`src/rtl/input_repeat.sv`:
```
// Purpose : turns debounced button levels into one-cycle command events with delayed auto-repeat.
// Latency : a rise sampled at edge t is presented (ev_valid=1) during the following cycle.
// Backpr. : events park in a per-channel pending bit until accepted; a second event on a busy channel coalesces and sets overrun.
//
// Ports
//   clk          system clock
//   reset_n      asynchronous active-low reset (deassertion is used synchronously)
//   enable       event generation allowed; low forces every channel idle and drops pending events
//   btn_in[N]    debounced button levels, 1 = pressed
//   ev_ready     consumer takes the presented event at this edge
//   ev_valid     at least one event is pending
//   ev_id        index of the presented event (lowest pending channel wins)
//   overrun      sticky: an event was merged into one that was already pending
//   clr_overrun  synchronous clear of overrun (a same-cycle new overrun wins)
//
// Build option
//   INPUT_AUTOREPEAT_EN  defined   : per-channel DAS/ARR repeat FSMs and counters are built.
//                        undefined : only press (rising-edge) events fire; DAS_TICK/ARR_TICK unused.

module input_repeat #(
    parameter int N        = 4,
    parameter int DAS_TICK = 8_500_000,
    parameter int ARR_TICK = 2_500_000
) (
    input  logic                                  clk,
    input  logic                                  reset_n,
    input  logic                                  enable,
    input  logic [N-1:0]                          btn_in,
    input  logic                                  ev_ready,
    output logic                                  ev_valid,
    output logic [((N > 1) ? $clog2(N) : 1)-1:0]  ev_id,
    output logic                                  overrun,
    input  logic                                  clr_overrun
);

    localparam int IDW = (N > 1) ? $clog2(N) : 1;

    // Parameter sanity: the repeat timing cannot be expressed below these bounds.
    if (DAS_TICK < 2 || ARR_TICK < 1) begin : g_bad_param
        $error("input_repeat: DAS_TICK must be >= 2 and ARR_TICK >= 1");
    end

    logic [N-1:0]   prev_q;
    logic [N-1:0]   rise;
    logic [N-1:0]   fire;
    logic [N-1:0]   pending_q;
    logic [N-1:0]   pending_d;
    logic [N-1:0]   acc_vec;
    logic           accept;
    logic           ovr_set;
    logic           overrun_q;
    logic           overrun_d;
    logic [IDW-1:0] ev_id_c;

    // ------------------------------------------------------------------
    // Edge detect. prev_q keeps tracking while disabled so a button held
    // across an enable rise does not look like a fresh press.
    // ------------------------------------------------------------------
    always_ff @(posedge clk or negedge reset_n) begin
        if (!reset_n) begin
            prev_q <= '0;
        end else begin
            prev_q <= btn_in;
        end
    end

    assign rise = btn_in & ~prev_q;

`ifdef INPUT_AUTOREPEAT_EN
    // ------------------------------------------------------------------
    // Per-channel repeat FSM: IDLE -> DELAY (DAS) -> REPEAT (ARR, looping).
    // ------------------------------------------------------------------
    localparam int MAXT = (DAS_TICK > ARR_TICK) ? DAS_TICK : ARR_TICK;
    localparam int CW   = (MAXT > 1) ? $clog2(MAXT) : 1;

    typedef enum logic [1:0] {
        ST_IDLE   = 2'd0,
        ST_DELAY  = 2'd1,
        ST_REPEAT = 2'd2
    } state_t;

    state_t        state_q [N];
    state_t        state_d [N];
    logic [CW-1:0] cnt_q   [N];
    logic [CW-1:0] cnt_d   [N];

    always_ff @(posedge clk or negedge reset_n) begin
        if (!reset_n) begin
            for (int i = 0; i < N; i++) begin
                state_q[i] <= ST_IDLE;
                cnt_q[i]   <= '0;
            end
        end else begin
            for (int i = 0; i < N; i++) begin
                state_q[i] <= state_d[i];
                cnt_q[i]   <= cnt_d[i];
            end
        end
    end

    always_comb begin
        fire = '0;
        for (int i = 0; i < N; i++) begin
            state_d[i] = state_q[i];
            cnt_d[i]   = cnt_q[i];

            if (!enable || !btn_in[i]) begin
                // Disable and release both dominate any same-cycle expiry.
                state_d[i] = ST_IDLE;
                cnt_d[i]   = '0;
            end else begin
                unique case (state_q[i])
                    ST_IDLE: begin
                        // A held button with no fresh rise (e.g. after enable
                        // went high) stays here until released and re-pressed.
                        if (rise[i]) begin
                            fire[i]    = 1'b1;
                            state_d[i] = ST_DELAY;
                            cnt_d[i]   = '0;
                        end
                    end
                    ST_DELAY: begin
                        if (cnt_q[i] == CW'(DAS_TICK - 1)) begin
                            fire[i]    = 1'b1;
                            state_d[i] = ST_REPEAT;
                            cnt_d[i]   = '0;
                        end else begin
                            cnt_d[i] = cnt_q[i] + CW'(1);
                        end
                    end
                    ST_REPEAT: begin
                        // With ARR_TICK=1 the compare is always true: one event per cycle.
                        if (cnt_q[i] == CW'(ARR_TICK - 1)) begin
                            fire[i]  = 1'b1;
                            cnt_d[i] = '0;
                        end else begin
                            cnt_d[i] = cnt_q[i] + CW'(1);
                        end
                    end
                    default: begin
                        state_d[i] = ST_IDLE;
                        cnt_d[i]   = '0;
                    end
                endcase
            end
        end
    end
`else
    // Press-only build: one event per rising edge while enabled.
    assign fire = enable ? rise : '0;
`endif

    // ------------------------------------------------------------------
    // Presentation: lowest pending channel is offered first.
    // ------------------------------------------------------------------
    always_comb begin
        ev_id_c = '0;
        for (int i = N - 1; i >= 0; i--) begin
            if (pending_q[i]) begin
                ev_id_c = IDW'(i);
            end
        end
    end

    assign ev_valid = |pending_q;
    assign ev_id    = ev_id_c;
    assign accept   = ev_valid & ev_ready;

    always_comb begin
        acc_vec = '0;
        if (accept) begin
            acc_vec[ev_id_c] = 1'b1;
        end
    end

    // A fire on a channel whose pending bit survives this edge is a coalesce.
    // Fire on the channel being accepted re-arms it cleanly (set wins).
    assign ovr_set = |(fire & pending_q & ~acc_vec);

    always_comb begin
        pending_d = enable ? ((pending_q & ~acc_vec) | fire) : '0;
    end

    always_comb begin
        overrun_d = overrun_q;
        if (ovr_set) begin
            overrun_d = 1'b1;
        end else if (clr_overrun) begin
            overrun_d = 1'b0;
        end
    end

    always_ff @(posedge clk or negedge reset_n) begin
        if (!reset_n) begin
            pending_q <= '0;
            overrun_q <= 1'b0;
        end else begin
            pending_q <= pending_d;
            overrun_q <= overrun_d;
        end
    end

    assign overrun = overrun_q;

endmodule

```
`config.mk`:
```
export PLATFORM = sky130hd
export DESIGN_NAME = input_repeat
export DESIGN_NICKNAME = d
export VERILOG_FILES = /design/src/rtl/input_repeat.sv
export SDC_FILE = /design/constraint.sdc
export NUM_CORES = 1
export LEC_CHECK = 0
export ABC_AREA = 1
export CAP_MARGIN = 15
export CORE_AREA = 2 2 39 41
export CTS_BUF_LIST = sky130_fd_sc_hd__clkbuf_8
export DETAILED_ROUTE_END_ITERATION = 12
export DIE_AREA = 0 0 41 43
export GPL_ROUTABILITY_DRIVEN = 0
export PLACE_DENSITY = 0.56
export SLEW_MARGIN = 20
export SYNTH_ARGS = -nofsm -noshare
export SYNTH_HDL_FRONTEND = slang
export SYNTH_SLANG_ARGS = --single-unit
export TNS_END_PERCENT = 100
```
`constraint.sdc`:
```
create_clock -name clk -period 1.36 [get_ports clk]
set_input_delay 0.34 -clock clk [delete_from_list [all_inputs] [get_ports clk]]
set_output_delay 0.34 -clock clk [all_outputs]
set_load 0.01 [all_outputs]
```
After elaboration in Yosys (flattened, before gate mapping)
Index checks and enable logic that the tools add are counted.
- bits in registers: 9
- bits of input ports: 9
- output and inout port bits: 4
- word-level logic and storage cells: 28
- magnitude comparators: 2
- multiplexer cells: 11
- bitwise logic cells: 8
- reductions and logical operators: 4
- operators by type and width (cell ; number):
    bitwise AND 4 bit ; 4
    2-to-1 mux 4 bit ; 3
    2-to-1 mux 2 bit ; 4
    NOT 4 bit ; 2
    OR reduction 4 bit ; 2
    bitwise OR 4 bit ; 1
    less-than comparator 2 x 3 -> 1 bit, second input constant ; 1
    2-to-1 mux 1 bit ; 3
    demux 1 bit (select 2 bit) ; 1
    greater-or-equal comparator 2 x 1 -> 1 bit, second input constant ; 1
    nonzero test 2 bit ; 1
    bitwise AND 1 bit ; 1
    logical AND 1 bit ; 1

Longest topological paths before layout
Gate-level depths: netlist of the first run.
- depth in word-level cells: 13
- gate-level depth with buffers: 6
- depth with buffers taken out: 6

Worst setup path before layout of the first run
No wires, ideal clock.
- kind: flip-flop to output port
- from: register pending_q[1]
- to: output port ev_id[1] (netlist name)
- arrival time: 710 ps
- required time: 1020 ps
- slack: 310 ps
- cell stages (with the launch flop): 2
- cell sequence: dfrtp_1 nor3_1
- word-level cells in the longest chain between the ends: 2
- ends and longest elaborated chain (element ; line ; source):
    from (decl) ; 46 ; logic [N-1:0] pending_q;
    from (signal assigned) ; 198 ; pending_q <= pending_d;
    2-to-1 mux 2 bit (2 in a row) ; 159 ; if (pending_q[i]) begin
    to (decl) ; 31 ; output logic [((N > 1) ? $clog2(N) : 1)-1:0] ev_id,
No other way between the ends.

Final worst setup path of the first run
Ends and elaborated chain as after synthesis.

==> results of run 1 <==
[power by group]
part	switching, W	total, W	internal [W]
registers	0.00000894	0.000293	0.000284
logic	0.0000557	0.000117	0.0000617
clock network	0.0000976	0.000294	0.000196
[flip-flops by register name, indices dropped and copies added (netlist names)]
| register | flops |
|---|---|
| overrun | 1 |
| prev_q | 4 |
| pending_q | 4 |
[repair_timing]
item | 4_1_cts | 5_1_grt
gates resized for setup | 10 | 6
endpoints found under the setup margin | 4 | 3
buffers inserted | 3 | 0
pin swaps | 1 | 3
[synthesized netlist by cell type, drive strengths merged]
cell type,number,area [um2]
nor2,14,65.1
nand3,1,5.00
nor3,1,5.00
inv,6,22.5
nand4,1,6.26
a21oi,1,5.00
nand2,13,51.3
o21ai,4,20.0
dfrtp,9,225
[kinds of logic after synthesis]
kind of cell | after synthesis
compound gates | 5
buf+inv | 6
simple gates | 30
flops | 9
[layout by cell type (no fill, tap or decap), types with 2 or more instances in the layout]
cell                              count
sky130_fd_sc_hd__nand2_1             11
sky130_fd_sc_hd__dfrtp_1              9
sky130_fd_sc_hd__nor2_1               8
sky130_fd_sc_hd__clkdlybuf4s50_1      8
sky130_fd_sc_hd__inv_1                6
sky130_fd_sc_hd__buf_4                6
sky130_fd_sc_hd__nor2_2               5
sky130_fd_sc_hd__o21ai_0              4
sky130_fd_sc_hd__clkbuf_8             3
sky130_fd_sc_hd__buf_2                2
[routing by layer]
metal | GRT usage (%) | vias up | wire (um)
met5 | 0 | - | 0
met4 | 8.00 | 0 | 0
met3 | 3.14 | 0 | 30
met2 | 17.2 | 7 | 450
met1 | 12.1 | 165 | 326
li1 | - | 199 | -
[area by class of cell]
| class | count | area [um2] |
|---|---|---|
| fill | 145 | 749 |
| sequential | 9 | 225 |
| multi-input combinational | 35 | 173 |
| timing repair buffer | 18 | 149 |
| clock buffer | 3 | 41.3 |
| inverter | 6 | 22.5 |
| tap | 16 | 20.0 |
| clock inverter | 1 | 3.75 |
[worst paths after layout]
kind / endpoint / cells past startpoint
setup / recovery: ev_id[1] / 2
hold / removal: prev_q[0]$_DFF_PN0_ / 1
setup reg to reg: overrun$_DFFE_PN0P_ / 8
hold reg to reg: pending_q[3]$_DFF_PN0_ / 3
max in group asynchronous: pending_q[1]$_DFF_PN0_ / 1
min in group clk: pending_q[3]$_DFF_PN0_ / 3
[stage by stage]
stage                     hold WS, ns  area, um2  setup WS, ns  total power [W]  std cells
after CTS                       0.425        638       -0.0786         0.000720         90
after floorplan                0.0444        405         0.310         0.000340         50
after global routing            0.436        634       -0.0241         0.000752         88
final                           0.410        634        0.0454         0.000704         88
after global placement          0.521        583        -0.114         0.000418         83
after detailed placement        0.529        583        -0.116         0.000419         83
[critical path, cell delays in order (launching register included)]
cell	delay, ns
sky130_fd_sc_hd__dfrtp_1	0.40
sky130_fd_sc_hd__nor3_1	0.19
sky130_fd_sc_hd__clkbuf_2	0.16
==> results.txt, run 1 <==
----------------------------------------------------
[Timing]
  Total Negative Setup Slacks ... 0 ns
  Worst Skew ... 0.000908 ns
  Tmin final ... 1.31 ns
  Worst Max-Slew Pin Slew ... between 0.4 and 0.5 ns
  Final period util ... 96.7%
  Count of final setup violators ... 0
  Fin. Hold Viols ... 0
  Slew headroom ... 73.1%
  RSZ-0062 raised after global routing ... yes
  Number of max-slew violations in the final report ... 0
  Achievable frequency ... 761 MHz

[Synth]
  Ys Warns ... 0
  Register bit total from synthesis ... 9
  Mapped Avg Cell Area ... 8.11 um2
  Post-synthesis share of cell area spent on and, or, nand and nor gates ... 32.7%
  Synthesized cell area ... 405 um2
  Part of the Yosys area used for sequential elements ... 55.6%
  Main combinational cell family by area after synthesis ... simple AND/OR/NAND/NOR gates
  Share of the synthesized netlist area taken by xor and xnor gates ... 0%
  Compound-gate portion of the synthesized area ... between 6 and 7%
  Synthesized net count ... approximately 60
  Synthesized instance count ... 50
  Area share of fa/ha/maj cells after synthesis ... 0%
  Number of unique standard cell types used by synthesis ... 12
  Multiplexer area fraction after synthesis ... 0%

[GRT]
  Largest net degree at the start of global routing ... 10
  Total congestion overflow after global routing ... 0
  Total routing usage reported by global routing ... between 10% and 20%
  Number of global-route vias before repair ... 348
  First-pass GRT wire length ... 1260 um
  Number of antenna violations at the first check in global routing ... 0

[Route]
  Number of detailed-routing iterations run before antenna repair ... 4
  Vias after detailed routing ... 371
  Wire length per cell after detailed routing ... 9.17 um
  DRC viols ... 0
  Count of antenna-violating nets left after detailed routing ... 0
  Via density per instance ... 4.22
  First DRT Iteration DRCs ... 2
  Total length of routed wires ... a little over 800 um

[Clock network]
  Clock Latency Late Sink ... approximately 0.23 ns
  Cell chosen for the clock root ... sky130_fd_sc_hd__clkbuf_8
  Inserted Clock Buffers ... 3
  H-tree depth reported by CTS ... 1
  Sink count of the clock tree ... 9
  Buffer depth of the longest clock path ... 2
  Clock tree from TritonCTS ... yes
  Post-CTS Hold Buffers ... 0
  Clock Pin Slew Worst Setup and Hold Paths ... 0.04 ns

[Layout]
  Layout overhead on the synthesized area ... 56.5%
  Finished Core Util ... 45.8%
  Total inserted antenna cells ... 0
  Net count reported at finish ... 82
  Share of cells above drive strength 1 ... 29.2%

[Worst setup path]
  Endpoint class of the critical path ... primary output
  Worst Setup Start Kind ... register
  Required time of the critical path ... approximately 1.0 ns
  Critical path launch point ... pending_q[1]$_DFF_PN0_
  Worst-path fanout max ... 4
  Critical Path AT ... 0.97 ns
  Setup slack of the most critical reg-to-reg path ... 0.14 ns
  Crit Path Category ... register to primary output
  R2R Path Start ... pending_q[1]$_DFF_PN0_

[Power and ir drop]
  Worst supply voltage drop on vdd ... 0.000503 V
  Power per Cell Area ... 1110 nW/um2
  Leakage power total ... 0.311 nW

[Run status]
  Outcome ... complete, no violations

[Die]
  Horizontal die dimension ... 41 um
  Io pins ... 13
  FP Rows ... 14
  Initial Utilization ... 29.3%
  Core area ... 1380 um2
  Die height ... between 40 and 50 um
  Floorplan die area ... about 1800 um2

[Hold path]
  Worst hold-check path type ... primary input to asynchronous set/reset pin

[Placement]
  Port-buffer cells ... 12
  Final HPWL from detailed placement ... about 620 um

[Job]
  Max-Cap Viols ... 0

----------------------------------------------------
Note: power is estimated with default switching activity, not from simulation.
==> run 2, diff against run 1 <==
--- a/config.mk
+++ b/config.mk
@@ -13,7 +13,6 @@
 export DIE_AREA = 0 0 41 43
 export GPL_ROUTABILITY_DRIVEN = 0
 export PLACE_DENSITY = 0.56
-export SLEW_MARGIN = 20
 export SYNTH_ARGS = -nofsm -noshare
 export SYNTH_HDL_FRONTEND = slang
 export SYNTH_SLANG_ARGS = --single-unit
==> results of run 2 <==
The final DEF is identical to that of run 1; final timing and power are the same.
==> run 3, diff against run 2 <==
--- a/config.mk
+++ b/config.mk
@@ -13,6 +13,7 @@
 export DIE_AREA = 0 0 41 43
 export GPL_ROUTABILITY_DRIVEN = 0
 export PLACE_DENSITY = 0.56
+export SETUP_SLACK_MARGIN = 0.05
 export SYNTH_ARGS = -nofsm -noshare
 export SYNTH_HDL_FRONTEND = slang
 export SYNTH_SLANG_ARGS = --single-unit
==> run 3 against run 2 <==
Setup slack got worse by 0.0072 ns. Non-clock buffer count unchanged. Design area increased by 1.2%. Fmax decreased by 0.54%. Hold slack unchanged. First-iteration DRC count decreased by 50%. Cell count unchanged. Combinational power about the same. Via count increased by 0.27%. Utilization increased by 0.54 points. Total power increased by 0.47%.
==> results.txt, run 3 (same netlist as run 1, synthesis figures left out) <==
----------------------------------------------------
[Run status]
  Outcome ... complete, no violations

[Layout]
  Leading cell type in the layout, fill and taps excluded ... sky130_fd_sc_hd__nand2_1
  Finished Core Util ... 46.4% (+0.54 points)
  Net count reported at finish ... 82 (unchanged)
  Layout overhead on the synthesized area ... 58.3%
  Share of cells above drive strength 1 ... 31.9% (+2.8 points)
  Total inserted antenna cells ... 0 (unchanged)
  Most frequent cells in the layout ... sky130_fd_sc_hd__nand2_1, sky130_fd_sc_hd__dfrtp_1, sky130_fd_sc_hd__clkdlybuf4s50_1
  Post-Layout Cell Count ... 88 (unchanged)
  Number of filler cells placed in the layout ... 143 (-1.4%)
  Design Area, Final ... 642 um2 (+1.2%)

[Worst setup path]
  Critical Path AT ... 0.98 ns (about the same)
  Endpoint class of the critical path ... primary output
  Worst-path fanout max ... 3 (-1)
  Worst r2r path cells ... 8 (unchanged)
  R2R Path Start ... pending_q[1]$_DFF_PN0_
  Worst Setup Start Kind ... register
  Critical path launch point ... pending_q[2]$_DFF_PN0_
  Crit Path Category ... register to primary output
  Required time of the critical path ... 1.02 ns (about the same)

[Clock network]
  Clock Pin Slew Worst Setup and Hold Paths ... 0.04 ns (about the same)
  Buffer depth of the longest clock path ... 2 (unchanged)
  Post-CTS Hold Buffers ... 0 (unchanged)
  Sink count of the clock tree ... 9 (unchanged)
  Cell chosen for the clock root ... sky130_fd_sc_hd__clkbuf_8
  Clock Latency Late Sink ... 0.23 ns (about the same)
  H-tree depth reported by CTS ... 1 (unchanged)
  Clock tree from TritonCTS ... yes
  Inserted Clock Buffers ... 3 (unchanged)

[Route]
  Amount of wire on met2 after detailed routing ... 462 um (+2.7%)
  Via density per instance ... 4.23 (+0.27%)
  Met3 WL post-DR ... 30 um (unchanged)
  Highest metal layer with signal wires ... met3
  DRC viols ... 0 (unchanged)
  Number of detailed-routing iterations run before antenna repair ... 4 (unchanged)
  Vias after detailed routing ... 372 (+0.27%)
  Total length of routed wires ... 819 um (+1.5%)
  Wire length per cell after detailed routing ... 9.31 um (+1.5%)
  Count of antenna-violating nets left after detailed routing ... 0 (unchanged)
  First DRT Iteration DRCs ... 1 (-1)
  Met1 wire length ... 327 um (+0.31%)

[Power and ir drop]
  Worst supply voltage drop on vdd ... 0.000503 V (+0.15%)
  Leakage power total ... 0.314 nW (+1.1%)
  Power per Cell Area ... 1100 nW/um2 (-0.71%)

[GRT]
  Largest net degree at the start of global routing ... 10 (unchanged)
  First-pass GRT wire length ... 1260 um (unchanged)
  Total routing usage reported by global routing ... 11.1% (unchanged)
  Number of antenna violations at the first check in global routing ... 0 (unchanged)
  Total congestion overflow after global routing ... 0 (unchanged)
  Number of global-route vias before repair ... 348 (unchanged)

[Job]
  Max-Cap Viols ... 0 (unchanged)

[Die]
  Horizontal die dimension ... 41 um (unchanged)
  Floorplan die area ... 1760 um2 (unchanged)
  Initial Utilization ... 29.3% (unchanged)
  Core area ... 1380 um2 (unchanged)
  FP Rows ... 14 (unchanged)
  Die height ... 43 um (unchanged)
  Io pins ... 13 (unchanged)

[Placement]
  Port-buffer cells ... 12 (unchanged)
  Dpl cells ... 83 (unchanged)
  Post-detailed-placement cell area ... 583 um2 (unchanged)
  Final HPWL from detailed placement ... 624 um (unchanged)
  Post-placement setup slack ... -0.116 ns (unchanged)

[Timing]
  Number of max-slew violations in the final report ... 0 (unchanged)
  Slew headroom ... 73.1% (unchanged)
  Count of final setup violators ... 0 (unchanged)
  Worst Max-Slew Pin Slew ... 0.403 ns (unchanged)
  Achievable frequency ... 757 MHz (-0.54%)
  Final worst setup slack ... 0.0382 ns (-0.00715 ns)
  Fin. Hold Viols ... 0 (unchanged)
  Tmin final ... 1.32 ns (+0.00715 ns)
  Worst Skew ... 0.000908 ns (unchanged)
  RSZ-0062 raised after global routing ... yes
  Final period util ... 97.2% (+0.53 points)

[Hold path]
  Worst hold-check path type ... primary input to asynchronous set/reset pin

----------------------------------------------------
-- run 3: cell types whose count changed in the layout (fill, tap and decap cells not counted) --
cell,delta
sky130_fd_sc_hd__nor3_2,+1
sky130_fd_sc_hd__nor2_2,+1
sky130_fd_sc_hd__nor2_1,-1
sky130_fd_sc_hd__nor3_1,-1
-- run 3: repair_timing --
item	4_1_cts	5_1_grt
cloned	0	0
buffers inserted	3	0
pin swaps	2	5
resized for setup	10	8
setup endpoints to repair	4	6
-- run 3: report_power, final --
group	switching (W)	internal (W)	leakage, nW	total [W]
logic	0.0000563	0.0000630	0.174	0.000119
clock network	0.0000976	0.000196	0.0269	0.000294
registers	0.0000103	0.000284	0.114	0.000294
total	0.000164	0.000543	0.314	0.000707
-- run 3: critical path, stage by stage, from the launching register on --
cell and delay, ns:
sky130_fd_sc_hd__dfrtp_1 0.39, sky130_fd_sc_hd__inv_1 0.06, sky130_fd_sc_hd__nand2_1 0.05, sky130_fd_sc_hd__a21oi_1 0.11
sky130_fd_sc_hd__buf_2 0.14
-- run 3: final timing paths --
kind | to | slack [ns]
worst max register to register | overrun$_DFFE_PN0P_ | 0.13
worst min-delay path | prev_q[0]$_DFF_PN0_ | 0.41
min in group clk | pending_q[3]$_DFF_PN0_ | 0.53
max in group asynchronous | pending_q[1]$_DFF_PN0_ | 0.67
worst max-delay path | ev_id[0] | 0.04
worst min register to register | pending_q[3]$_DFF_PN0_ | 0.53
-- run 3: layer usage --
layer / vias up / track usage, %
met4: 0 / 8.00
li1: 199 / -
met2: 7 / 17.2
met5: - / 0
met3: 0 / 3.14
met1: 166 / 12.1
-- run 3: metrics by stage --
step | hold WS [ns] | power (W) | setup TNS [ns]
floorplan | 0.0444 | 0.000340 | 0
finish | 0.410 | 0.000707 | 0
global route | 0.436 | 0.000755 | -0.0189
CTS | 0.425 | 0.000720 | -0.0840
detailed placement | 0.529 | 0.000419 | -0.290
global placement | 0.521 | 0.000418 | -0.283
-- run 3: cell type report --
type / instances / area (um2) / share of cell area, %
tap: 16 / 20.0 / 3.12
multi-input combinational: 35 / 180 / 28.1
inverter: 6 / 22.5 / 3.51
sequential: 9 / 225 / 35.1
timing repair buffer: 18 / 149 / 23.2
clock inverter: 1 / 3.75 / 0.585
clock buffer: 3 / 41.3 / 6.43
